**src/rtl/tmds_channel_decoder_if.sv**
```systemverilog
// TMDS channel decoder bus: raw deserialized word in, decoded pixel/control out.
// The master side feeds raw 10-bit words and consumes the decoded stream;
// the slave side is the decoder itself.
interface tmds_channel_decoder_if;
    logic [9:0] tmds_i;     // raw word, bit 0 is the first serial bit
    logic [7:0] data_o;     // decoded pixel byte
    logic [1:0] ctrl_o;     // {c1,c0} from the last control token
    logic       de_o;       // data_o valid this cycle
    logic       locked_o;   // word alignment achieved
    logic [3:0] offset_o;   // current bit-slip offset, 0..9

    modport master (
        output tmds_i,
        input  data_o,
        input  ctrl_o,
        input  de_o,
        input  locked_o,
        input  offset_o
    );

    modport slave (
        input  tmds_i,
        output data_o,
        output ctrl_o,
        output de_o,
        output locked_o,
        output offset_o
    );
endinterface

```
**src/rtl/tmds_channel_decoder.sv**
```systemverilog
// TMDS channel decoder: recovers word alignment by bit-slipping until a run of
// RUN_TOKENS aligned control tokens is seen, then decodes control tokens to
// {c1,c0} and data words to 8-bit pixel values.
// Optional macro TMDS_RELOCK_EN: when defined, a locked channel that sees no
// qualifying blanking run for TIMEOUT_CYCLES cycles drops back to search,
// keeping its current offset. When undefined, lock is sticky until reset.
module tmds_channel_decoder #(
    parameter int RUN_TOKENS     = 8,
    parameter int TIMEOUT_CYCLES = 4096
) (
    input  logic                  clk_pixel,
    input  logic                  reset_n_i,
    tmds_channel_decoder_if.slave bus
);
    localparam int RUN_W = $clog2(RUN_TOKENS + 1);
    localparam int TMR_W = $clog2(TIMEOUT_CYCLES);
    localparam logic [RUN_W-1:0] RUN_MAX  = RUN_W'(RUN_TOKENS);
    localparam logic [RUN_W-1:0] RUN_PRE  = RUN_W'(RUN_TOKENS - 1);
    localparam logic [TMR_W-1:0] TMR_LAST = TMR_W'(TIMEOUT_CYCLES - 1);

    typedef enum logic {
        ST_SEARCH = 1'b0,
        ST_LOCKED = 1'b1
    } state_t;

    state_t           state_q;
    logic             locked_q;
    logic [3:0]       offset_q;
    logic [RUN_W-1:0] run_cnt_q;
    logic [RUN_W-1:0] run_cnt_d;
    logic [TMR_W-1:0] timer_q;
    logic [9:0]       prev_q;

    logic [7:0]       data_q;
    logic [1:0]       ctrl_q;
    logic             de_q;

    logic [19:0]      window;
    logic [9:0]       word;
    logic             is_ctrl;
    logic [1:0]       ctrl_val;
    logic [7:0]       word_lo;
    logic [7:0]       dec_data;
    logic             run_done;
    logic             timeout;

    // Previous word is the low half of the alignment window.
    assign window = {bus.tmds_i, prev_q};
    assign word   = 10'(window >> offset_q);

    // Recognise the four DVI control tokens in the aligned word.
    always_comb begin
        is_ctrl  = 1'b1;
        ctrl_val = 2'b00;
        case (word)
            10'b1101010100: ctrl_val = 2'b00;
            10'b0010101011: ctrl_val = 2'b01;
            10'b0101010100: ctrl_val = 2'b10;
            10'b1010101011: ctrl_val = 2'b11;
            default:        is_ctrl  = 1'b0;
        endcase
    end

    // Data decode: undo the optional inversion, then the XOR/XNOR chain.
    assign word_lo     = word[9] ? ~word[7:0] : word[7:0];
    assign dec_data[0] = word_lo[0];
    generate
        for (genvar gi = 1; gi < 8; gi++) begin : g_dec
            assign dec_data[gi] = word[8] ? (word_lo[gi] ^ word_lo[gi-1])
                                          : ~(word_lo[gi] ^ word_lo[gi-1]);
        end
    endgenerate

    // Run-length of aligned control tokens, saturating; run_done fires only
    // on the cycle the count first reaches RUN_TOKENS.
    always_comb begin
        run_cnt_d = '0;
        if (is_ctrl) begin
            run_cnt_d = (run_cnt_q == RUN_MAX) ? RUN_MAX : run_cnt_q + 1'b1;
        end
    end
    assign run_done = is_ctrl && (run_cnt_q == RUN_PRE);
    assign timeout  = (timer_q == TMR_LAST);

    // Alignment FSM: slip while searching, freeze offset once locked.
    always_ff @(posedge clk_pixel or negedge reset_n_i) begin
        if (!reset_n_i) begin
            state_q   <= ST_SEARCH;
            locked_q  <= 1'b0;
            offset_q  <= 4'd0;
            run_cnt_q <= '0;
            timer_q   <= '0;
        end else begin
            case (state_q)
                ST_SEARCH: begin
                    if (run_done) begin
                        state_q   <= ST_LOCKED;
                        locked_q  <= 1'b1;
                        run_cnt_q <= run_cnt_d;
                        timer_q   <= '0;
                    end else if (timeout) begin
                        offset_q  <= (offset_q == 4'd9) ? 4'd0 : offset_q + 4'd1;
                        run_cnt_q <= '0;
                        timer_q   <= '0;
                    end else begin
                        run_cnt_q <= run_cnt_d;
                        timer_q   <= timer_q + 1'b1;
                    end
                end
                ST_LOCKED: begin
`ifdef TMDS_RELOCK_EN
                    if (run_done) begin
                        run_cnt_q <= run_cnt_d;
                        timer_q   <= '0;
                    end else if (timeout) begin
                        state_q   <= ST_SEARCH;
                        locked_q  <= 1'b0;
                        run_cnt_q <= '0;
                        timer_q   <= '0;
                    end else begin
                        run_cnt_q <= run_cnt_d;
                        timer_q   <= timer_q + 1'b1;
                    end
`else
                    run_cnt_q <= run_cnt_d;
                    timer_q   <= '0;
`endif
                end
                default: begin
                    state_q   <= ST_SEARCH;
                    locked_q  <= 1'b0;
                    run_cnt_q <= '0;
                    timer_q   <= '0;
                end
            endcase
        end
    end

    // Capture the raw word for the next cycle's window.
    always_ff @(posedge clk_pixel or negedge reset_n_i) begin
        if (!reset_n_i) begin
            prev_q <= '0;
        end else begin
            prev_q <= bus.tmds_i;
        end
    end

    // Registered output stage, gated by the lock status of this cycle.
    always_ff @(posedge clk_pixel or negedge reset_n_i) begin
        if (!reset_n_i) begin
            data_q <= '0;
            ctrl_q <= '0;
            de_q   <= 1'b0;
        end else if (!locked_q) begin
            data_q <= '0;
            ctrl_q <= '0;
            de_q   <= 1'b0;
        end else if (is_ctrl) begin
            data_q <= '0;
            ctrl_q <= ctrl_val;
            de_q   <= 1'b0;
        end else begin
            data_q <= dec_data;
            de_q   <= 1'b1;
        end
    end

    assign bus.data_o   = data_q;
    assign bus.ctrl_o   = ctrl_q;
    assign bus.de_o     = de_q;
    assign bus.locked_o = locked_q;
    assign bus.offset_o = offset_q;
endmodule

```
**src/flat_wrapper.sv**
```systemverilog
// flat-port wrapper written by rule: the top's interface ports become plain ports
module tmds_channel_decoder_flat 
#(
    parameter int RUN_TOKENS     = 8,
    parameter int TIMEOUT_CYCLES = 4096
)
  (clk_pixel, reset_n_i, bus_tmds_i, bus_data_o, bus_ctrl_o, bus_de_o, bus_locked_o, bus_offset_o);
  tmds_channel_decoder_if bus_i ();
  input  logic clk_pixel;
  input  logic reset_n_i;
  input wire logic [$bits(bus_i.tmds_i)-1:0] bus_tmds_i;
  output wire logic [$bits(bus_i.data_o)-1:0] bus_data_o;
  output wire logic [$bits(bus_i.ctrl_o)-1:0] bus_ctrl_o;
  output wire logic [$bits(bus_i.de_o)-1:0] bus_de_o;
  output wire logic [$bits(bus_i.locked_o)-1:0] bus_locked_o;
  output wire logic [$bits(bus_i.offset_o)-1:0] bus_offset_o;
  assign bus_i.tmds_i = bus_tmds_i;
  assign bus_data_o = bus_i.data_o;
  assign bus_ctrl_o = bus_i.ctrl_o;
  assign bus_de_o = bus_i.de_o;
  assign bus_locked_o = bus_i.locked_o;
  assign bus_offset_o = bus_i.offset_o;
  tmds_channel_decoder #(.RUN_TOKENS(RUN_TOKENS), .TIMEOUT_CYCLES(TIMEOUT_CYCLES)) u_core (.clk_pixel(clk_pixel), .reset_n_i(reset_n_i), .bus(bus_i));
endmodule
```
**config.mk**
```make
export PLATFORM = sky130hd
export DESIGN_NAME = tmds_channel_decoder_flat
export DESIGN_NICKNAME = d
export VERILOG_FILES = /design/src/rtl/tmds_channel_decoder_if.sv /design/src/rtl/tmds_channel_decoder.sv /design/src/flat_wrapper.sv
export SDC_FILE = /design/constraint.sdc
export NUM_CORES = 1
export LEC_CHECK = 0
export BUFFER_PORTS_ARGS = -buffer_cell sky130_fd_sc_hd__buf_4
export CAP_MARGIN = 20
export CORE_AREA = 2 2 73 75
export DETAILED_ROUTE_END_ITERATION = 7
export DIE_AREA = 0 0 75 77
export GPL_TIMING_DRIVEN = 1
export PLACE_DENSITY = 0.79
export SYNTH_ARGS = -nofsm -noshare
export SYNTH_HDL_FRONTEND = slang
export SYNTH_SLANG_ARGS = --single-unit
```
**constraint.sdc**
```tcl
create_clock -name clk_pixel -period 3.6 [get_ports clk_pixel]
set_input_delay 0.72 -clock clk_pixel [delete_from_list [all_inputs] [get_ports clk_pixel]]
set_output_delay 0.72 -clock clk_pixel [all_outputs]
set_load 0.05 [all_outputs]
```
==> flow_metrics.tcl <==
set metrics [dict create \
    rows 26 \
    routed_wl_um 5850 \
    slowest_delay_ns 0.61 \
    dp_hpwl_um 4260 \
    ys.warnings.count 0 \
    fmax_mhz 298 \
    final_hold_viol_count 0 \
    grt_pass1_wl_um 10100 \
    synth_top_area_cell "dfrtp_1" \
    fin_skew_ns 0.00503 \
    crit_path_start "u_core.bus.offset_o[0]$_DFFE_PN0P_" \
    finalCriticalPeriod_ns 3.35 \
    path_cells "buf_4 -> mux4_1 -> mux2_2 -> o21ai_1 -> inv_1 -> ha_1 -> and4_1 -> a211oi_1 -> a21oi_1 -> a21boi_1 -> mux2_2" \
    pwr-share-seq_pct 46.1 \
    critPathLaunchType "flop" \
    io_pins 28 \
    die_h_um 77 \
    synth-xor-area-share_pct 7.50 \
    antenna_cells 0 \
    post-route-util_pct 66.8 \
    setup_tns_ns 0 \
    area_growth_pct 13.8 \
    slowest_stage "mux4_1" \
    synth_seq_area_share_pct 36.8 \
    synth_cell_type_count 55 \
    clk_latency_ns 0.30 \
    power.share.clock_pct 25.4 \
    fp.coreArea_um2 4980 \
    antenna_found_initial 0 \
    synth_nets 263 \
    viasPerCell 6.07 \
    rr_worst_depth 11 \
    synthSimpleGateAreaFrac_pct 11.4 \
    gp_congestion 0.871 \
    rsz0062_at_grt "false" \
    die-area_um2 5780 \
    avgSynthCellArea_um2 12.2 \
    hold_path.class "in -> async" \
    synth-compound-area-share_pct 9.43 \
    rr_endpoint "u_core.bus.offset_o[1]$_DFFE_PN0P_" \
    yosysTopAreaCellShare_pct 36.8 \
    vias 2105 \
    grt_start_max_net_pins 44 \
    yosys-top-cells-area "dfrtp_1, mux4_1, mux4_2, ha_1, xnor2_1" \
    p_per_area_nw_per_um2 356 \
    critPathKind "reg -> reg" \
    fin_nets 299 \
    grt_pass1_vias 2038 \
    die_w_um 75 \
    final-max-slew-violation-count 0 \
    cap_violations 0 \
    required_ns 3.79 \
    peakVddDrop_v 0.000206 \
    ys.flop_type "dfrtp_1" \
    drt-pass1-iter-count 4 \
    cts_tree "done" \
    p_leak_uw 0.00145 \
    synth_edf_count 0 \
    rrSetupSlack_ns 0.25 \
    syn_inst 240 \
    fin_crit_sh_pct 93.1 \
    power_frac_comb_pct 28.5 \
    crit_buf_inv 2 \
    synthMuxAreaShare_pct 25.4 \
    clockBufferDepth 2 \
    layout-drive-gt1-share_pct 28.2 \
    intPower_uw 794 \
    final_antenna_net_count 0 \
    worst-path-max-fanout 9 \
    status "finished, final reports clean" \
    setup_viol 0 \
    root_buffer "clkbuf_8" \
    slew_headroom_pct 54.5 \
    arrival_ns 3.54 \
    drtIter0Drc 123 \
    cp_top_family "multiplexers" \
    cp-end-kind "flop" \
    gr-usage-all-layers_pct 22.7 \
    grt_overflow_total 0 \
    port_buffers 27 \
    h-tree-depth 2 \
    start_util_pct 58.7 \
    p_switching_uw 389 \
    tightest_slew_ns 0.677 \
    async_flop_share_pct 100 \
    syn-cell-area_um2 2920 \
    numCtsBuffers 5 \
    cp_common_cell "mux2_2" \
    ys_seq_elements 43 \
    sw_frac_of_total_pct 32.9 \
    wire_per_inst_um 16.8 \
    fillerInstances 390 \
    synth_fa_ha_area_share_pct 4.71 \
    r2r_start "u_core.bus.offset_o[0]$_DFFE_PN0P_" \
    drc 0 \
    cts_sinks 43 \
    clk_pin_slew_ns 0.08 \
    synth_top_family_by_area "multiplexers" \
]
[layout make-up]
class / instances / area, um^2 / share of cell area, %
clock buffers: 6 / 72.6 / 2.18
clock inverters: 2 / 12.5 / 0.377
inverters: 17 / 63.8 / 1.92
multi-input cells: 169 / 1710 / 51.4
flip-flops and latches: 43 / 1080 / 32.5
well taps: 70 / 87.6 / 2.64
repair buffers: 40 / 300 / 9.04
[power groups by stage]
stage	clock (uW)	sequential (uW)	combinational, uW
2_1_floorplan	0	638	148
3_3_place_gp	0	553	329
3_5_place_dp	0	554	333
4_1_cts	310	545	336
5_1_grt	330	549	364
6_report	301	545	337
[registers in the layout, summed over array words and instances, names as in the netlist]
signal	flops
u_core.bus.locked_o	1
u_core.bus.data_o	8
u_core.state_q	1
u_core.run_cnt_q	4
u_core.timer_q	12
u_core.bus.ctrl_o	2
u_core.bus.de_o	1
u_core.bus.offset_o	4
u_core.prev_q	10
[Yosys cell counts, types with 3 or more instances]
master / instances
dfrtp_1: 43
nor2_1: 18
inv_1: 16
mux4_1: 12
xnor2_1: 12
ha_1: 11
mux4_2: 11
nand2_1: 11
mux2i_1: 9
mux2_2: 8
nor3_1: 8
nand3_1: 7
xor2_1: 6
and3_1: 5
and4_1: 4
clkbuf_1: 4
o21ai_0: 4
a21oi_1: 3
buf_2: 3
o211ai_1: 3
[worst max-delay path by stage]
stage	end	slack [ns]	cells past startpoint
after floorplan	u_core.bus.offset_o[1]$_DFFE_PN0P_	0.1	10
after global placement	u_core.bus.offset_o[1]$_DFFE_PN0P_	0.09	11
after detailed placement	u_core.bus.offset_o[1]$_DFFE_PN0P_	0.06	11
after CTS	u_core.bus.offset_o[1]$_DFFE_PN0P_	0.08	9
after global routing	u_core.bus.offset_o[1]$_DFFE_PN0P_	0.03	11
final	u_core.bus.offset_o[1]$_DFFE_PN0P_	0.25	11
[layer usage]
layer	share of wire (%)	routed length, um	vias to the layer above	track usage, %
met4	2.1	124	0	7.86
met5	0	0	-	0
met1	46	2690	1042	33.9
met2	47	2730	76	33.1
met3	5.1	301	12	4.47
li1	-	-	975	-
[metrics by stage]
step / cells / power [uW] / area, um^2 / setup WS, ns / hold WS (ns)
global placement: 336 / 882 / 3210 / 0.0949 / 0.490
global route: 347 / 1240 / 3320 / 0.0280 / 0.438
CTS: 344 / 1190 / 3300 / 0.0847 / 0.413
floorplan: 240 / 785 / 2920 / 0.0967 / 0.424
detailed placement: 336 / 888 / 3210 / 0.0577 / 0.488
finish: 347 / 1180 / 3320 / 0.249 / 0.398
[cells in the final DEF (no fill, tap or decap), drive strengths merged, types with 2 or more instances in the layout]
| master | Yosys | routed |
|---|---|---|
| nor2 | 19 | 19 |
| buf | 7 | 40 |
| and3 | 5 | 5 |
| mux2 | 8 | 8 |
| nand3 | 7 | 7 |
| xnor3 | 2 | 2 |
| o211ai | 4 | 4 |
| clkbuf | 4 | 6 |
| a21o | 2 | 2 |
| nand2 | 11 | 11 |
| o21ai | 6 | 6 |
| a221oi | 3 | 3 |
| xnor2 | 13 | 13 |
| xor2 | 6 | 6 |
| nor3b | 2 | 2 |
| nand3b | 2 | 2 |
| nor3 | 8 | 8 |
| mux4 | 23 | 23 |
| nand4 | 2 | 2 |
| dfrtp | 43 | 43 |
| nor2b | 2 | 2 |
| ha | 11 | 11 |
| a21oi | 4 | 4 |
| and4 | 4 | 4 |
| mux2i | 9 | 9 |
| inv | 17 | 17 |
| a21boi | 4 | 4 |
[cells by family (layout without fill, tap and decap cells)]
logic type,count (synthesis),in the layout
mux,40,40
buf+inv,28,65
xor+xnor,21,21
flops,43,43
simple gates,65,65
compound gates,32,32
fa+ha+maj,11,11
[timing repair]
item / CTS / global route
hold buffers: 0 / 0
setup buffers: 0 / 3
setup endpoints to repair: 0 / 15
resized for setup: 0 / 2
(Power assumes the default switching activity.)
